File: src/rtl/song_sequencer_pkg.sv
// Shared widths, note record and FSM state encoding for the song sequencer.
// Imported by the ROM interface, the timer and the sequencer top.
package song_sequencer_pkg;

    localparam int OCTAVE_BITS   = 3;
    localparam int NOTE_BITS     = 4;
    localparam int LENGTH_BITS   = 3;
    localparam int SONG_CNT_BITS = 5;

    typedef enum logic [2:0] {
        ST_IDLE  = 3'd0,
        ST_FETCH = 3'd1,
        ST_PLAY  = 3'd2,
        ST_GAP   = 3'd3,
        ST_DONE  = 3'd4
    } state_e;

    // One song entry; a length of zero marks the end of the song.
    typedef struct packed {
        logic [OCTAVE_BITS-1:0] octave;
        logic [NOTE_BITS-1:0]   note;
        logic [LENGTH_BITS-1:0] length;
    } note_t;

endpackage

File: src/rtl/song_sequencer_if.sv
// Song ROM bus: the sequencer drives the note index, the ROM answers combinationally.
// master = sequencer side, slave = ROM side.
interface song_sequencer_if;
    import song_sequencer_pkg::*;

    logic [SONG_CNT_BITS-1:0] rom_idx;
    logic [OCTAVE_BITS-1:0]   rom_octave;
    logic [NOTE_BITS-1:0]     rom_note;
    logic [LENGTH_BITS-1:0]   rom_length;

    modport master (output rom_idx, input rom_octave, rom_note, rom_length);
    modport slave  (input rom_idx, output rom_octave, rom_note, rom_length);

endinterface

File: src/rtl/song_sequencer_seq_timer.sv
// seq_timer: loadable down-counter with hold and zero flag, shared by the PLAY
// and GAP phases. Clear and load take priority over hold.
module seq_timer #(
    parameter int W = 27
) (
    input  logic         clk,
    input  logic         rst,
    input  logic         clear,
    input  logic         load,
    input  logic         hold,
    input  logic [W-1:0] load_val,
    output logic         zero
);

    logic [W-1:0] count_q, count_d;

    always_comb begin
        // NOTE: assign a default first so every path drives count_d and no latch is inferred.
        count_d = count_q;
        if (clear) begin
            count_d = '0;
        end else if (load) begin
            count_d = load_val;
        end else if (!hold && (count_q != '0)) begin
            count_d = count_q - W'(1);
        end
    end

    // NOTE: registers take non-blocking assignments so every flop samples pre-edge values.
    always_ff @(posedge clk) begin
        if (rst) begin
            count_q <= '0;
        end else begin
            count_q <= count_d;
        end
    end

    assign zero = (count_q == '0);

endmodule

File: src/rtl/song_sequencer.sv
// song_sequencer: walks a song ROM note by note, gating a buzzer for each
// note's duration with a silent gap between notes. Optional macro
// SONG_SEQUENCER_LOOP_EN makes the song repeat after its last note.
module song_sequencer
    import song_sequencer_pkg::*;
#(
    parameter int UNIT_CYCLES = 12_500_000,
    parameter int GAP_CYCLES  = 1_000_000,
    parameter int DUR_W       = 27
) (
    input  logic                     clk,
    input  logic                     rst,
    input  logic                     en,
    input  logic                     start,
    input  logic                     pause,
    input  logic [SONG_CNT_BITS-1:0] track_len,
    song_sequencer_if.master         rom,
    output logic [OCTAVE_BITS-1:0]   snd_octave,
    output logic [NOTE_BITS-1:0]     snd_note,
    output logic [LENGTH_BITS-1:0]   snd_length,
    output logic                     snd_play,
    output logic                     note_valid,
    output logic                     note_done,
    output logic                     hit_window,
    output logic                     busy,
    output logic                     done
);

    state_e                   state_q, state_d;
    logic [SONG_CNT_BITS-1:0] rom_idx_q, rom_idx_d;
    note_t                    snd_q, snd_d;
    logic                     play_gate_q, play_gate_d;
    logic                     note_valid_q, note_valid_d;
    logic                     note_done_q, note_done_d;
    logic                     hit_window_q, hit_window_d;
    logic                     busy_q, busy_d;
    logic                     done_q, done_d;

    logic             tmr_load;
    logic [DUR_W-1:0] tmr_val;
    logic             tmr_zero;
    logic [DUR_W-1:0] note_dur;

    // The timer is loaded with N-1 so a phase lasts exactly N unpaused cycles.
    assign note_dur = DUR_W'(rom.rom_length) * DUR_W'(UNIT_CYCLES);

    seq_timer #(.W(DUR_W)) u_timer (
        .clk      (clk),
        .rst      (rst),
        .clear    (!en),
        .load     (tmr_load),
        .hold     (pause),
        .load_val (tmr_val),
        .zero     (tmr_zero)
    );

    always_comb begin
        state_d      = state_q;
        rom_idx_d    = rom_idx_q;
        snd_d        = snd_q;
        note_valid_d = 1'b0;
        note_done_d  = 1'b0;
        done_d       = 1'b0;
        tmr_load     = 1'b0;
        tmr_val      = '0;

        if (!en) begin
            state_d = ST_IDLE;
        end else begin
            unique case (state_q)
                ST_IDLE: begin
                    if (start) begin
                        rom_idx_d = '0;
                        state_d   = ST_FETCH;
                    end
                end
                ST_FETCH: begin
                    snd_d = '{octave: rom.rom_octave, note: rom.rom_note, length: rom.rom_length};
                    if (rom.rom_length == '0) begin
                        done_d  = 1'b1;
                        state_d = ST_DONE;
                    end else begin
                        tmr_load     = 1'b1;
                        tmr_val      = note_dur - DUR_W'(1);
                        note_valid_d = 1'b1;
                        state_d      = ST_PLAY;
                    end
                end
                ST_PLAY: begin
                    if (tmr_zero && !pause) begin
                        tmr_load    = 1'b1;
                        tmr_val     = DUR_W'(GAP_CYCLES - 1);
                        note_done_d = 1'b1;
                        state_d     = ST_GAP;
                    end
                end
                ST_GAP: begin
                    if (tmr_zero && !pause) begin
                        if (rom_idx_q == track_len) begin
                            done_d = 1'b1;
`ifdef SONG_SEQUENCER_LOOP_EN
                            rom_idx_d = '0;
                            state_d   = ST_FETCH;
`else
                            state_d   = ST_DONE;
`endif
                        end else begin
                            rom_idx_d = rom_idx_q + SONG_CNT_BITS'(1);
                            state_d   = ST_FETCH;
                        end
                    end
                end
                ST_DONE: begin
                    state_d = ST_IDLE;
                end
                default: begin
                    state_d = ST_IDLE;
                end
            endcase
        end

        // Level outputs are decoded from the next state so they line up with it.
        hit_window_d = (state_d == ST_PLAY);
        busy_d       = (state_d != ST_IDLE);
        play_gate_d  = (state_d == ST_PLAY) && (snd_d.note != '0);
    end

    always_ff @(posedge clk) begin
        if (rst) begin
            state_q      <= ST_IDLE;
            rom_idx_q    <= '0;
            snd_q        <= '0;
            play_gate_q  <= 1'b0;
            note_valid_q <= 1'b0;
            note_done_q  <= 1'b0;
            hit_window_q <= 1'b0;
            busy_q       <= 1'b0;
            done_q       <= 1'b0;
        end else begin
            state_q      <= state_d;
            rom_idx_q    <= rom_idx_d;
            snd_q        <= snd_d;
            play_gate_q  <= play_gate_d;
            note_valid_q <= note_valid_d;
            note_done_q  <= note_done_d;
            hit_window_q <= hit_window_d;
            busy_q       <= busy_d;
            done_q       <= done_d;
        end
    end

    assign rom.rom_idx = rom_idx_q;
    assign snd_octave  = snd_q.octave;
    assign snd_note    = snd_q.note;
    assign snd_length  = snd_q.length;
    // Pause silences the buzzer in the same cycle it freezes the timer.
    assign snd_play    = play_gate_q && !pause;
    assign note_valid  = note_valid_q;
    assign note_done   = note_done_q;
    assign hit_window  = hit_window_q;
    assign busy        = busy_q;
    assign done        = done_q;

endmodule
File: src/flat_wrapper.sv
// flat-port wrapper written by rule: the top's interface ports become plain ports
module song_sequencer_flat import song_sequencer_pkg::*;
#(
    parameter int UNIT_CYCLES = 12_500_000,
    parameter int GAP_CYCLES  = 1_000_000,
    parameter int DUR_W       = 27
)
  (clk, rst, en, start, pause, track_len, snd_octave, snd_note, snd_length, snd_play, note_valid, note_done, hit_window, busy, done, rom_rom_idx, rom_rom_octave, rom_rom_note, rom_rom_length);
  song_sequencer_if rom_i ();
  input  logic clk;
  input  logic rst;
  input  logic en;
  input  logic start;
  input  logic pause;
  input  logic [SONG_CNT_BITS-1:0] track_len;
  output logic [OCTAVE_BITS-1:0] snd_octave;
  output logic [NOTE_BITS-1:0] snd_note;
  output logic [LENGTH_BITS-1:0] snd_length;
  output logic snd_play;
  output logic note_valid;
  output logic note_done;
  output logic hit_window;
  output logic busy;
  output logic done;
  output wire logic [$bits(rom_i.rom_idx)-1:0] rom_rom_idx;
  input wire logic [$bits(rom_i.rom_octave)-1:0] rom_rom_octave;
  input wire logic [$bits(rom_i.rom_note)-1:0] rom_rom_note;
  input wire logic [$bits(rom_i.rom_length)-1:0] rom_rom_length;
  assign rom_rom_idx = rom_i.rom_idx;
  assign rom_i.rom_octave = rom_rom_octave;
  assign rom_i.rom_note = rom_rom_note;
  assign rom_i.rom_length = rom_rom_length;
  song_sequencer #(.UNIT_CYCLES(UNIT_CYCLES), .GAP_CYCLES(GAP_CYCLES), .DUR_W(DUR_W)) u_core (.clk(clk), .rst(rst), .en(en), .start(start), .pause(pause), .track_len(track_len), .rom(rom_i), .snd_octave(snd_octave), .snd_note(snd_note), .snd_length(snd_length), .snd_play(snd_play), .note_valid(note_valid), .note_done(note_done), .hit_window(hit_window), .busy(busy), .done(done));
endmodule
File: config.mk
export PLATFORM = sky130hd
export DESIGN_NAME = song_sequencer_flat
export DESIGN_NICKNAME = d
export VERILOG_FILES = /design/src/rtl/song_sequencer_pkg.sv /design/src/rtl/song_sequencer_if.sv /design/src/rtl/song_sequencer_seq_timer.sv /design/src/rtl/song_sequencer.sv /design/src/flat_wrapper.sv
export SDC_FILE = /design/constraint.sdc
export NUM_CORES = 1
export LEC_CHECK = 0
export CORE_ASPECT_RATIO = 1.75
export CORE_MARGIN = 2
export CORE_UTILIZATION = 55
export CTS_BUF_LIST = sky130_fd_sc_hd__clkbuf_8
export CTS_CLUSTER_DIAMETER = 100
export CTS_CLUSTER_SIZE = 40
export DETAILED_ROUTE_END_ITERATION = 10
export PLACE_DENSITY = 0.78
export SLEW_MARGIN = 0
export SYNTH_ARGS = -nofsm -noshare
export SYNTH_HDL_FRONTEND = slang
export SYNTH_HIERARCHICAL = 1
export SYNTH_SLANG_ARGS = --single-unit
File: constraint.sdc
create_clock -name clk -period 6.74 [get_ports clk]
set_input_delay 0.674 -clock clk [delete_from_list [all_inputs] [get_ports clk]]
set_output_delay 0.674 -clock clk [all_outputs]
set_load 0.1 [all_outputs]
==> results.md, run 1 <==
* Worst Tran Pin Value at 1000 ps
* Antenna Nets Post-Route at 0
* Vias/cell at between 6 and 7
* Sum Neg Setup Slack at 0 ps
* VDD IR max at 0.000181 V
* Vias in the first global route at 3557
* Worst-skew pair later-pin latency at ~320 ps
* Outcome: completed
* Yosys reg bits at 51
* Initial core utilization at 0.572
* Reg2reg path depth at 12
* GP Congestion at 0.952
* WP depth at 12
* Slew Limit Fails at 0
* Yosys cell types at 64
* Layout Nets at 532
* WL final at 9.70 mm
* Switch share at 0.440
* Io pins at 41
* Mapped Area at 3740 um^2
* Dpl cells at 567
* Die Span Y at about 110 um
* Gr usage total at 0.274
* CP Capture Type: flip-flop
* Seq/Total Area, Yosys at 0.273
* Tcrit/Tclk final at 0.635
* Crit Path Class: in -> reg
* Avg Cell Area, Syn at 7.88 um^2
* Buf+Inv Stages, Crit Path at 1
* Switching pwr at 0.535 mW
* Fillers at 611
* Worst rel slew slack at 0.329
* CTS tree: yes
* Fin Clk Skew at 7.80 ps
* Port buffer count at 40
* HP Class: reg -> reg
* First-pass GRT wire length at roughly 16 mm
* Largest cells by area after synthesis: dfxtp_1, ha_1, a21oi_1
* Min Tclk post-route at between 4000 and 5000 ps
* Commonest non-fill, non-tap cell in the layout: dfxtp_1
* Max H-tree Level at 2
* Clock power frac at 0.185
* Critical path startpoint category: input pin
* DR iter-0 viols at about 250
* Placed wire-length estimate at 7.37 mm
* Core area at ~6500 um^2
* Flop pwr share at 0.298
* Syn Nets at 515
* Fin. Hold Viols at 0
* Initial antenna violation count at 0
* Critical path required time at slightly below 7000 ps
* Crit path max-delay cell type: fa_1
* Postcts setup bufs at 0
* Layout cell share with drive strength beyond 1 at 0.0527
* Reg2reg start: u_core/u_timer/count_q[18]$_SDFFE_PP0P_
* Die Area at 7510 um^2
* Critical Path Max Stage Delay at 630 ps
* Detailed Routing Iterations Pass 1 at 4
* Gates resized, CTS repair at 0
* Post-DR wirelength/cell at 16.9 um
* Largest net degree at the start of global routing at 48
* Max clock buf depth at 2
* Synth Flop Type: dfxtp_1
* Cell Count, Final, Fillers Out at 575
* Worst path cell trace: clkdlybuf4s50_1 > fa_1 > ha_1 > fa_1 > xnor2_1 > or4_1 > nand4b_1 > a2111oi_4 > nand4_1 > mux2i_1 > o21ai_0 > a21oi_1
* Setup-failing EPs final at 0
* Root Driver: clkbuf_8
* Clock slew at reported path FFs at 100 ps
* Critical Path Start: rom_rom_length[0]
* Top cell type's share of synthesized area at 0.273
* Most frequent cells in the layout: dfxtp_1, clkdlybuf4s50_1, nand2_1
* Crit-path most repeated cell: fa_1
* Reg-to-Reg End: u_core/u_timer/count_q[16]$_SDFFE_PP0P_
* Cell taking the most area after synthesis: dfxtp_1
* Cells after synthesis at 475
* Drc violations at 0
* Die width at 66.4 um
* Worst-path fanout max at 9
* Num CTS Buffers at 5
* R2R setup slack at ~2500 ps
* Hold_buf cts at 0
* Post-synth EDFFs at 0
* Asr flop ratio synth at 0
* Critical path's top delay family: adder cells
* Pwr Density at ~290 nW/um^2
* Clock sink total at 51
* CP arrival at 4480 ps
* Antenna diodes at 0
* Max-capacitance violation count at 0
* Int Power at slightly below 0.7 mW
* Standard-cell rows at 39
* CP endpoint: u_core/u_timer/count_q[22]$_SDFFE_PP0P_
* Gate power share at 0.517
* Gr ovfl total at 0
* Vias at 3649
* Area Overhead vs Synth at 13.3%
* RSZ-0062 raised after global routing: no
* Leak Pwr at ~1.6 nW
* Yosys warnings at 6
* Fmax at 234 MHz
[layout make-up]
cell class              instances  area, um^2  share of cell area
clock inverters                 3        46.3              0.0109
repair buffers                 42         415              0.0980
inverters                      12        45.0              0.0106
flip-flops and latches         51        1020               0.241
multi-input cells             380        2540               0.599
well taps                      82         103              0.0242
clock buffers                   5        68.8              0.0162
[logic make-up (layout without fill, tap and decap cells)]
group	Yosys count	in the layout	share of synthesized area
XOR/XNOR	30	30	0.0702
adder cells (fa/ha/maj)	20	20	0.0729
multiplexers	3	3	0.00802
AO/OA/AOI/OAI	132	132	0.235
flip-flops	51	51	0.273
buffers and inverters	44	62	0.0481
AND/OR/NAND/NOR	195	195	0.293
[power by group through the flow]
stage / sequential [mW] / clock (mW) / combinational [mW]
after floorplan: 0.373 / 0 / 0.494
after global placement: 0.366 / 0 / 0.603
after detailed placement: 0.368 / 0 / 0.613
after CTS: 0.361 / 0.230 / 0.619
after global routing: 0.366 / 0.242 / 0.686
final: 0.362 / 0.225 / 0.628
[metrics by stage]
step | setup slack [ps] | utilization | hold WS, ps | total power [mW] | area, um^2
finish | 2460 | 0.648 | 458 | 1.22 | 4240
global route | 2090 | 0.648 | 485 | 1.29 | 4240
CTS | 2470 | 0.648 | 461 | 1.21 | 4240
detailed placement | 2130 | 0.631 | 448 | 0.981 | 4130
global placement | 2230 | 0.631 | 443 | 0.969 | 4130
floorplan | 3080 | - | 451 | 0.866 | 3740
[cells in the mapped netlist (12+ instances only)]
master	n
a31oi_1	14
xnor2_1	15
nand2_1	39
o21ai_0	27
xor2_1	15
dfxtp_1	51
ha_1	17
a21oi_1	36
nor2_1	33
inv_1	12
clkbuf_1	27
or4_1	12
[how the worst min path moves through the flow]
| stage | slack, ps | cells after the start | endpoint | from |
|---|---|---|---|---|
| global placement | 440 | 2 | u_core/snd_length[0]$_SDFFE_PP0P_ | u_core/snd_length[0]$_SDFFE_PP0P_ |
| global route | 480 | 2 | u_core/snd_length[0]$_SDFFE_PP0P_ | u_core/snd_length[0]$_SDFFE_PP0P_ |
| detailed placement | 450 | 2 | u_core/snd_length[0]$_SDFFE_PP0P_ | u_core/snd_length[0]$_SDFFE_PP0P_ |
| finish | 460 | 2 | u_core/snd_length[0]$_SDFFE_PP0P_ | u_core/snd_length[0]$_SDFFE_PP0P_ |
| floorplan | 450 | 2 | u_core/u_timer/count_q[17]$_SDFFE_PP0P_ | u_core/u_timer/count_q[17]$_SDFFE_PP0P_ |
| CTS | 460 | 2 | u_core/snd_length[0]$_SDFFE_PP0P_ | u_core/snd_length[0]$_SDFFE_PP0P_ |
[routing by layer]
metal | wire [um] | track usage | vias up
met5 | 0 | 0 | -
met4 | 360 | 0.132 | 0
met3 | 372 | 0.0378 | 30
met2 | 5130 | 0.489 | 98
met1 | 3840 | 0.309 | 1733
li1 | - | - | 1788
[flip-flops by register name (all words and copies together), names as in the netlist]
register	count
u_core/busy	1
u_core/done	1
u_core/hit_window	1
u_core/note_done	1
u_core/note_valid	1
u_core/play_gate_q	1
u_core/rom.rom_idx	5
u_core/snd_length	3
u_core/snd_note	4
u_core/snd_octave	3
u_core/state_q	3
u_core/u_timer/count_q	27
[worst register-to-register path: stages (launching register included)]
cell	delay [ps]
dfxtp_1	360
or4_1	670
nor4_1	790
and2_1	220
nor2b_1	320
nand2_1	150
o22ai_1	140
nand2_1	200
inv_1	480
inv_1	80
buf_4	280
o21ai_0	330
a21oi_1	70
No activity file was read; power rests on OpenSTA's default activity.
==> inputs of run 2 (changes only) <==
- CORE_UTILIZATION: 55 -> 53
- PLACE_DENSITY: 0.78 -> 0.79
- clock period: 6.74 -> 3.7 ns (I/O delays scaled with it)
==> results.md, run 2 (synthesis gave the netlist of run 1 again) <==
* Worst rel slew slack at 0.333
* Clock sink total at 51
* Vias at 3802
* Commonest non-fill, non-tap cell in the layout: dfxtp_1
* CP Capture Type: flip-flop
* Slew Limit Fails at 0
* Register Area at 1020 um^2
* Pwr Density at 513 nW/um^2
* Initial core utilization at 0.546
* Drc violations at 0
* CTS tree: yes
* Postcts setup bufs at 0
* Layout Nets at between 500 and 600
* Util after Layout at 0.655
* Clock slew at reported path FFs at around 90 ps
* Detailed Routing Iterations Pass 1 at 5
* Fillers at 598
* Reg2reg start: u_core/u_timer/count_q[8]$_SDFFE_PP0P_
* Max clock buf depth at 2
* Fin Clk Skew at 6.29 ps
* Critical path required time at 3950 ps
* Num CTS Buffers at 5
* Gates resized, CTS repair at 0
* Most frequent cells in the layout: dfxtp_1, clkdlybuf4s50_1, nand2_1
* WL final at 10.1 mm
* Io pins at roughly 40
* Crit path max-delay cell type: fa_1
* Worst Tran Pin Value at 998 ps
* Hold_buf cts at 0
* Die Span Y at 115 um
* Fmax at 286 MHz
* Worst-path fanout max at 4
* Footprint of the multi-input gates at 2550 um^2
* Standard-cell rows at 40
* First-pass GRT wire length at 16.8 mm
* Critical Path Start: rom_rom_length[0]
* Outcome: completed
* Worst-skew pair later-pin latency at 310 ps
* Gr ovfl total at 0
* Port buffer count at 40
* Initial antenna violation count at 0
* VDD IR max at 0.000239 V
* Crit-path most repeated cell: fa_1
* GP Congestion at around 0.95
* Critical Path Max Stage Delay at 510 ps
* Placed wire-length estimate at around 7.6 mm
* CP arrival at 3750 ps
* Biggest register: u_core/u_timer/count_q
* DR iter-0 viols at 227
* Layout cell share with drive strength beyond 1 at 0.120
* Antenna diodes at 0
* Vias/cell at 6.24
* RSZ-0062 raised after global routing: yes
* Setup-failing EPs final at 0
* Critical path startpoint category: input pin
* Largest net degree at the start of global routing at 26
* Worst hold path startpoint: u_core/snd_octave[0]$_SDFFE_PP0P_
* Antenna Nets Post-Route at 0
* Max reg flops at 27
* Die width at 67.5 um
* Vias in the first global route at 3725
* HP Class: reg -> reg
* Root Driver: clkbuf_8
* Die Area at 7780 um^2
* Worst path cell trace: clkdlybuf4s50_1 > fa_1 > ha_2 > fa_1 > xnor2_1 > or4_4 > nand4b_1 > a2111oi_4 > nand4_1 > mux2i_1 > o21ai_1 > a21oi_1
* R2R setup slack at 270 ps
* Post-DR wirelength/cell at 16.5 um
* Leak Pwr at 1.72 nW
* Core area at 6860 um^2
* Crit Path Class: in -> reg
* Max-capacitance violation count at 0
* Tcrit/Tclk final at 0.946
* Min Tclk post-route at 3500 ps
* Final Power at roughly 2.3 mW
* Area Overhead vs Synth at 20.1%
* Max H-tree Level at 2
* Fin. Hold Viols at 0
* Gr usage total at 0.271
run 2: cell count changes in the layout (fill, tap and decap cells not counted), sizes merged:
cell	change
buf	+33
clkinvlp	+2
inv	-2
clkdlybuf4s50	-1
run 2: final timing paths:
path         depth (start not counted)                                 endpoint
max                                 12  u_core/u_timer/count_q[22]$_SDFFE_PP0P_
min                                  2        u_core/snd_octave[0]$_SDFFE_PP0P_
max reg2reg                         12  u_core/u_timer/count_q[21]$_SDFFE_PP0P_
min reg2reg                          2        u_core/snd_octave[0]$_SDFFE_PP0P_
run 2: report_power, final:
| group | total (mW) | switching (mW) | internal [mW] |
|---|---|---|---|
| clock network | 0.391 | 0.193 | 0.198 |
| registers | 0.659 | 0.0522 | 0.607 |
| logic | 1.25 | 0.745 | 0.509 |
run 2: critical path: cells and delay by family:
family | cells | cell delay, ps
AND/OR/NAND/NOR | 3 | 880
AO/OA/AOI/OAI | 3 | 570
XOR/XNOR | 1 | 170
buffers and inverters | 1 | 450
adder cells (fa/ha/maj) | 3 | 1110
multiplexers | 1 | 180
run 2: per-layer routing:
| layer | up-vias | global-route usage | share of wire |
|---|---|---|---|
| li1 | 1848 | - | - |
| met1 | 1806 | 0.313 | 0.40 |
| met2 | 125 | 0.486 | 0.54 |
| met3 | 23 | 0.0333 | 0.042 |
| met4 | 0 | 0.112 | 0.023 |
| met5 | - | 0 | 0 |
run 2: cell type report:
cell class / instances / area share
Clock inverter: 2 / 0.00835
Timing Repair Buffer: 74 / 0.145
Clock buffer: 5 / 0.0153
Multi-Input combinational cell: 380 / 0.568
Timing Repair inverter: 1 / 0.00111
Inverter: 12 / 0.0109
Tap cell: 84 / 0.0234
Sequential cell: 51 / 0.227
run 2: metrics by stage:
stage	hold slack, ps	area (um^2)	std cells	setup TNS (ps)	worst slack, ps
2_1_floorplan	451	3740	475	0	346
3_3_place_gp	447	4370	601	-148	-94.2
3_5_place_dp	452	4370	601	-316	-111
4_1_cts	467	4470	608	0	219
5_1_grt	489	4490	609	-5.70	-5.70
6_report	461	4490	609	0	199
==> inputs of run 3 (changes only) <==
- CTS_CLUSTER_DIAMETER: 100 -> 30
- TNS_END_PERCENT: default -> 50
==> results of run 3 <==
No change in the layout: final DEF, timing and power equal those of run 2.
